===== src/rtl/bus_write_fifo.sv =====
`default_nettype none
// +----------------------------------------------------------------------------+
// | bus_write_fifo                                                             |
// | Host-bus write front end: pin synchroniser, write detect, READY handshake  |
// | and a small first-word-fall-through byte FIFO toward the register decoder. |
// | Optional feature macro: WEB_GLITCH_FILTER_EN (minimum-width WEb filter).   |
// | Revision: 1.0                                                              |
// +----------------------------------------------------------------------------+
module bus_write_fifo #(
  parameter int DEPTH       = 8,
  parameter int BUSY_CYCLES = 32,
  parameter int FILTER_LEN  = 3
) (
  input  logic       clk,
  input  logic       rst,
  input  logic [7:0] pd,
  input  logic       web,
  output logic       ready,
  output logic [7:0] out_data,
  output logic       out_valid,
  input  logic       out_ready,
  output logic       overflow
);

  localparam int c_aw = $clog2(DEPTH);
  localparam int c_cw = $clog2(BUSY_CYCLES) + 1;

  typedef enum logic [1:0] {
    ST_IDLE      = 2'd0,
    ST_BUSY      = 2'd1,
    ST_WAIT_HIGH = 2'd2
  } state_t;

  state_t            r_state;
  logic [c_cw-1:0]   r_cnt;
  logic              r_ready;
  logic              r_overflow;
  logic              r_web_s1;
  logic              r_web_s2;
  logic [7:0]        r_pd_s1;
  logic [7:0]        r_pd_s2;
  logic [7:0]        r_mem [DEPTH];
  logic [c_aw:0]     r_wr_ptr;
  logic [c_aw:0]     r_rd_ptr;

  logic              w_detect;
  logic              w_full;
  logic              w_empty;
  logic              w_pop;
  logic              w_push;
  logic              w_busy_next;
  logic              w_full_next;
  logic [c_aw:0]     w_wr_next;
  logic [c_aw:0]     w_rd_next;

  // Web resets high so releasing rst can never look like a falling edge.
  always_ff @(posedge clk) begin
    if (rst) begin
      r_web_s1 <= 1'b1;
      r_web_s2 <= 1'b1;
      r_pd_s1  <= 8'h00;
      r_pd_s2  <= 8'h00;
    end else begin
      r_web_s1 <= web;
      r_web_s2 <= r_web_s1;
      r_pd_s1  <= pd;
      r_pd_s2  <= r_pd_s1;
    end
  end

`ifdef WEB_GLITCH_FILTER_EN
  localparam int c_fw = $clog2(FILTER_LEN + 1);
  logic [c_fw-1:0] r_low_cnt;

  always_ff @(posedge clk) begin
    if (rst || r_web_s2) begin
      r_low_cnt <= '0;
    end else if (r_low_cnt != c_fw'(FILTER_LEN)) begin
      r_low_cnt <= r_low_cnt + 1'b1;
    end
  end

  // Fires once per strobe, on the cycle the low run reaches FILTER_LEN.
  assign w_detect = (r_state == ST_IDLE) && !r_web_s2 &&
                    (r_low_cnt == c_fw'(FILTER_LEN - 1));
`else
  logic r_web_prev;

  always_ff @(posedge clk) begin
    if (rst) begin
      r_web_prev <= 1'b1;
    end else begin
      r_web_prev <= r_web_s2;
    end
  end

  assign w_detect = (r_state == ST_IDLE) && r_web_prev && !r_web_s2 &&
                    (FILTER_LEN > 0);
`endif

  assign w_empty = (r_wr_ptr == r_rd_ptr);
  assign w_full  = (r_wr_ptr[c_aw] != r_rd_ptr[c_aw]) &&
                   (r_wr_ptr[c_aw-1:0] == r_rd_ptr[c_aw-1:0]);
  assign w_pop   = !w_empty && out_ready;
  // A same-cycle pop frees the slot, so a push into a full FIFO still lands.
  assign w_push  = w_detect && (!w_full || w_pop);

  assign w_wr_next   = r_wr_ptr + {{c_aw{1'b0}}, w_push};
  assign w_rd_next   = r_rd_ptr + {{c_aw{1'b0}}, w_pop};
  assign w_full_next = (w_wr_next[c_aw] != w_rd_next[c_aw]) &&
                       (w_wr_next[c_aw-1:0] == w_rd_next[c_aw-1:0]);
  assign w_busy_next = ((r_state == ST_IDLE) && w_detect) ||
                       ((r_state == ST_BUSY) && (r_cnt != '0));

  always_ff @(posedge clk) begin
    if (w_push) begin
      r_mem[r_wr_ptr[c_aw-1:0]] <= r_pd_s2;
    end
  end

  always_ff @(posedge clk) begin
    if (rst) begin
      r_state    <= ST_IDLE;
      r_cnt      <= '0;
      r_ready    <= 1'b1;
      r_overflow <= 1'b0;
      r_wr_ptr   <= '0;
      r_rd_ptr   <= '0;
    end else begin
      case (r_state)
        ST_IDLE: begin
          if (w_detect) begin
            r_cnt   <= c_cw'(BUSY_CYCLES - 1);
            r_state <= ST_BUSY;
          end
        end
        ST_BUSY: begin
          if (r_cnt == '0) begin
            r_state <= r_web_s2 ? ST_IDLE : ST_WAIT_HIGH;
          end else begin
            r_cnt <= r_cnt - 1'b1;
          end
        end
        ST_WAIT_HIGH: begin
          if (r_web_s2) begin
            r_state <= ST_IDLE;
          end
        end
        default: r_state <= ST_IDLE;
      endcase
      r_ready  <= !w_busy_next && !w_full_next;
      r_wr_ptr <= w_wr_next;
      r_rd_ptr <= w_rd_next;
      if (w_detect && !w_push) begin
        r_overflow <= 1'b1;
      end
    end
  end

  assign ready     = r_ready;
  assign overflow  = r_overflow;
  assign out_valid = !w_empty;
  assign out_data  = w_empty ? 8'h00 : r_mem[r_rd_ptr[c_aw-1:0]];

endmodule
`default_nettype wire


===== config.mk =====
export PLATFORM = sky130hd
export DESIGN_NAME = bus_write_fifo
export DESIGN_NICKNAME = d
export VERILOG_FILES = /design/src/rtl/bus_write_fifo.sv
export SDC_FILE = /design/constraint.sdc
export NUM_CORES = 1
export LEC_CHECK = 0
export ABC_AREA = 1
export BUFFER_PORTS_ARGS = -buffer_cell sky130_fd_sc_hd__buf_2
export CAP_MARGIN = 20
export CORE_MARGIN = 2
export CORE_UTILIZATION = 49
export CTS_BUF_LIST = sky130_fd_sc_hd__clkbuf_8
export DETAILED_ROUTE_END_ITERATION = 7
export PLACE_DENSITY = 0.8
export SLEW_MARGIN = 20
export SYNTH_ARGS = -nofsm -noshare
export SYNTH_HDL_FRONTEND = slang
export SYNTH_SLANG_ARGS = --single-unit

===== constraint.sdc =====
create_clock -name clk -period 2.2 [get_ports clk]
set_clock_uncertainty 0.15 [all_clocks]
set_input_delay 0.44 -clock clk [delete_from_list [all_inputs] [get_ports clk]]
set_output_delay 0.44 -clock clk [all_outputs]
set_load 0.005 [all_outputs]

Word-level counts from Yosys, hierarchy flattened:

Memories as Yosys holds them, arrays and structs flattened. A register that Yosys moved wholly into a read port is not among the register bits.
Index checks and enable logic that the tools add are counted.
Widths: inputs -> output; s select.

* add/sub/neg operators: 3
* multipliers: 0
* divide/modulo/power cells: 0
* $lt $le $gt $ge: 0
* equality and inequality tests: 11
* shifts and indexed selects: 0
* multiplexer cells: 12
* bitwise gates (word level): 0
* reductions and logical operators: 24

Operator list (count)
* $mux 6: 2
* $pmux 6 s2: 1
* $logic_and 1x1->1: 10
* $add 4x1->4: 2
* $mux 2: 4
* $mux 8: 1
* $eq 3x3->1: 2
* $logic_not 1->1: 6
* $logic_not 6->1: 1
* $ne 2x2->1 const B: 3
* $pmux 2 s3: 1
* $reduce_and 3->1: 2
* $reduce_bool 6->1: 1
* $sub 6x1->6 const B: 1
* $eq 4x4->1: 1
* $mux 3: 1
* $eq 2x1->1 const B: 1
* $eq 2x2->1 const B: 1
* $logic_not 2->1: 1
* $logic_or 1x1->1: 2
* $mux 1: 2
* $ne 1x1->1: 2
* $ne 2x1->1 const B: 1
* $reduce_bool 2->1: 1

* flip-flop bits (word level): 37
* bits in latches: 0
* bits in writable memories: 64
* memory bits (read-only): 0
* input bits: 12
* output and inout bits: 11
* word-level logic and storage cells: 62
* memories: 1

Memories
* r_mem: depth 8, width 8, rd ports 1, clocked after Yosys merged registers in 1, wr ports 1, RTL line 42 `logic [7:0] r_mem [DEPTH];`

Depth between registers and ports, before layout:

* word-level depth: 10
* mapped depth: 16

Worst setup path before layout:

Ideal clock, no wire load.

* kind: reg-to-reg
* start: reg r_rd_ptr[1]
* end: reg r_ready (netlist: ready)
* data arrival time: 2.040 ns
* data required time: 1.935 ns
* slack: -0.105 ns
* stages on the path, launching flop included: 15
* cells stage by stage: dfxtp_1 > buf_2 > xnor2_1 > nand2_1 > nor2_1 > nand2_1 > nand2_2 > inv_1 > ha_1 > ha_1 > xor2_1 > nor3_1 > nand2_1 > nor2_1 > nor2_1

* word-level cells in the longest chain between the ends: 10
* elaborated cells between the ends (all ways): 15
* those cells by class: add/sub (2); eq/ne (4); reduce/logical (9)

Ends and longest elaborated chain
* from (decl): RTL line 44 `logic [c_aw:0] r_rd_ptr;`
* from (signal assigned): RTL line 153 `r_rd_ptr <= w_rd_next;`
* $eq 4x4->1 / $eq 3x3->1 (equally long branches): RTL line 101, 103
* $logic_not 1->1 / $logic_and 1x1->1 (equally long branches): RTL line 104, 102
* $logic_and 1x1->1 / $logic_not 1->1 (equally long branches): RTL line 104, 106
* $logic_or 1x1->1 *: RTL line 106 `assign w_push = w_detect && (!w_full || w_pop);`
* $logic_and 1x1->1 *: RTL line 106
* $add 4x1->4 *: RTL line 108 `assign w_wr_next = r_wr_ptr + {{c_aw{1'b0}}, w_push};`
* via w_wr_next[1]: RTL line 53 `logic [c_aw:0] w_wr_next;`
* $eq 3x3->1 *: RTL line 111 `(w_wr_next[c_aw-1:0] == w_rd_next[c_aw-1:0]);`
* $logic_and 1x1->1 *: RTL line 110 `assign w_full_next = (w_wr_next[c_aw] != w_rd_next[c_aw]) &&`
* $logic_not 1->1 *: RTL line 151 `r_ready <= !w_busy_next && !w_full_next;`
* $logic_and 1x1->1 *: RTL line 151
* to (signal assigned): RTL line 151
* to (decl): RTL line 36 `logic r_ready;`

The timed path passes the listed nets; every way through them passes the cells marked *.
A chain may end at the register's enable or synchronous reset.

Worst setup path in the final report:

* start: reg r_rd_ptr[0]
* end: out out_data[2]

* word-level cells in the longest chain between the ends: 2

Ends and longest elaborated chain
* $eq 4x4->1: RTL line 101 `assign w_empty = (r_wr_ptr == r_rd_ptr);`
* $mux 8: RTL line 163 `assign out_data = w_empty ? 8'h00 : r_mem[r_rd_ptr[c_aw-1:0]];`
* to (decl): RTL line 19 `output logic [7:0] out_data,`

Every way passes these cells.

==> metrics <==
critical path required time 1.61 ns; most common cell after layout, fill and taps aside nor2_1; Core Area between 0.008 and 0.009 mm^2; sequential share of power approximately 57%; crit end category primary output; GP Congestion around 0.81; CTS Buf Count 9; Adder-Cell Fraction of Synth Area between 1.5 and 2%; violated checks negative setup slack; diode count 0; Worst Reg-to-Reg Cells 12; detailed placer's ending HPWL 5.117 mm; nets between 400 and 500; crit-path cells buf_12, inv_8, buf_12, nor2_1, o21ai_1, o21ai_1, nor2_1, buf_2; DR vias roughly 2900; HP Class in2reg; R2R Setup Slk -0.02 ns; sequential cell area fraction in the yosys report roughly two thirds; die area 0.009081 mm^2; Mapped Area around 0.0041 mm^2; max_slew headroom roughly three fifths; die width 95.30 um; Hold Vio Cnt, Final 0; Overall Global Routing Usage a little over 20%; MaxCap Viol Count 0; Clock Path Buffers 2; worst-path fanout max 8; CTS Root Cell clkbuf_8; Post-Synthesis Cells 405; crit path DAT 1.71 ns; switching power between 0.9 and 1 mW; router iterations before antenna repair 5; DRT antenna net count 0; fin crit share 104.6%; unrepaired setup endpoints after global routing true; P per Cell Area around 750 mW/mm^2; CP max stage delay roughly 0.38 ns; CTS tree done; WL final between 8 and 9 mm; initial antenna violation count 0; Leak 1.918 nW; vias in the first global route approximately 2900; max frequency about 430 MHz; hold_buf cts 0; Seq cells post-synth 101; row cnt 33; syn_area_per_cell 10.08 um^2; Tightest Pin Transition roughly 0.57 ns; via density per instance 5.218; Final Slew Violations 0; clock slew at reported path FFs approximately 0.1 ns; # setup viols final 3; post-synthesis mux area share 0%; fin crit period 2.302 ns; Place WS -0.07680 ns; slowest library cell on the worst path dfxtp_4; 1st-iter DRT viols 230; status finished, violations left; startpoint types flop; # IOs 23; largest net degree at the start of global routing 35; drt drc 0; most frequent cells in the layout nor2_1, edfxtp_1, inv_1, o21ai_1, dfxtp_1; Synth Area in Simple Gates 16.73%; Port Buffers 22; Die Height between 90 and 100 um; CTS H-tree lvls 3; Final WS setup -0.1021 ns; worst-skew pair later-pin latency between 0.3 and 0.4 ns; peak supply drop roughly 0.53 mV; layout cell share with drive strength beyond 1 about 22%; largest family of logic cells by synthesized area simple AND/OR/NAND/NOR gates; Syn. warnings 0; Syn Nets 423; xor/xnor share of the synthesized area 2.145%; Net Sw Frac a little over a quarter; effective utilization at floorplan between 50 and 60%; Gate power share about an eighth; post-synth cell types 26; Power, Total 3.663 mW; P_int around 2.7 mW; Hold Path Stages 2; GR Overflow Total 0; Sink Count 101; Clk pwr share 30.5%; wire length per cell roughly 15 um; WS Path Type reg2out; Area Overhead vs Synth 18.96%; first-pass GRT wire length 13.47 mm; Compound-Gate Fraction of Synth Area 8.211%
## final timing paths
check / from / end
max: r_rd_ptr[0] / out_data[2]
min: web / r_web_s1
max reg2reg: r_rd_ptr[0] / ready
min reg2reg: r_pd_s1[6] / r_pd_s2[6]
## power groups by stage
stage,clock [mW],combinational [mW],sequential (mW)
after floorplan,0,0.240,2.10
after CTS,1.13,0.451,2.07
after detailed placement,0,0.339,2.11
final,1.12,0.475,2.07
after global routing,1.20,0.529,2.08
after global placement,0,0.325,2.11
## synthesized netlist by cell type
cell type    n  area share, %
nand4_1      2           0.31
or2_2        4           0.61
nand3b_1     1           0.18
nand2_1     30            2.8
nor2_4       1           0.28
ha_1         6            1.8
nand3_1     11            1.3
a21boi_0     1           0.18
edfxtp_1    64             47
a211oi_1     1           0.18
or2_4        1           0.21
inv_1       40            3.7
buf_2        9            1.1
o21ai_0     58            7.1
xnor2_1      5            1.1
a21oi_1      6           0.74
clkbuf_1     6           0.55
nor3_1       9            1.1
nand2_2      2           0.31
dfxtp_1     37             18
buf_4        2           0.37
nand2_4      1           0.28
nor2_2       1           0.15
nor2_1     100            9.2
inv_2        2           0.18
xor2_1       5            1.1
## state kept, by name, indices dropped and copies added (netlist names)
register and flops:
r_web_prev 1, r_wr_ptr 4, r_mem 64, overflow 1, r_web_s1 1, r_pd_s1 8, r_pd_s2 8, r_rd_ptr 4
r_web_s2 1, r_state 2, r_cnt 6, ready 1
## cell families (layout without fill, tap and decap cells)
| group | Yosys count | after routing |
|---|---|---|
| AOI/OAI and AO/OA | 66 | 66 |
| DFF | 101 | 101 |
| buffers and inverters | 59 | 104 |
| xor gates and xnor gates | 10 | 10 |
| and+or+nand+nor | 163 | 163 |
| adders and majority gates | 6 | 6 |
## per-layer routing
metal	vias to the layer above	GRT usage [%]	wire length [um]
met5	-	0	0
met4	0	7.488	178
met3	18	5.455	445
met2	94	36.80	4536
met1	1374	22.79	3434
li1	1410	-	-
## through the flow
stage / utilization [%] / std cells / TNS, ns / instance area (um^2) / hold WS (ns)
floorplan: - / 405 / 0 / 4116 / 0.2383
global placement: 54.16 / 531 / -0.05791 / 4405 / 0.2411
finish: 59.73 / 555 / -0.1417 / 4858 / 0.09390
detailed placement: 54.16 / 531 / -0.07680 / 4405 / 0.2458
global route: 59.73 / 555 / -0.9676 / 4858 / 0.06916
CTS: 59.02 / 554 / -0.02660 / 4801 / 0.08239
## timing repair
item,in CTS,in global routing
setup endpoints to repair,9,9
buffers inserted,4,0
pin swaps,4,11
endpoints found under the hold margin,0,0
cloned,3,2
resized for setup,61,17
## worst max-delay path: cells and delay by family, from the launching register on
| kind | cells | cell delay [ns] |
|---|---|---|
| buf+inv | 4 | 0.48 |
| flops | 1 | 0.38 |
| compound gates | 2 | 0.29 |
| simple gates | 2 | 0.19 |
## cell type report
type / count / area (um^2)
clock inverters: 7 / 65.06
well taps: 105 / 131.4
inverters: 42 / 165.2
clock buffers: 9 / 123.9
fillers: 617 / 3276
repair buffers: 46 / 422.9
multi-input cells: 245 / 1280
flip-flops and latches: 101 / 2670
No activity file was read; power rests on OpenSTA's default activity.
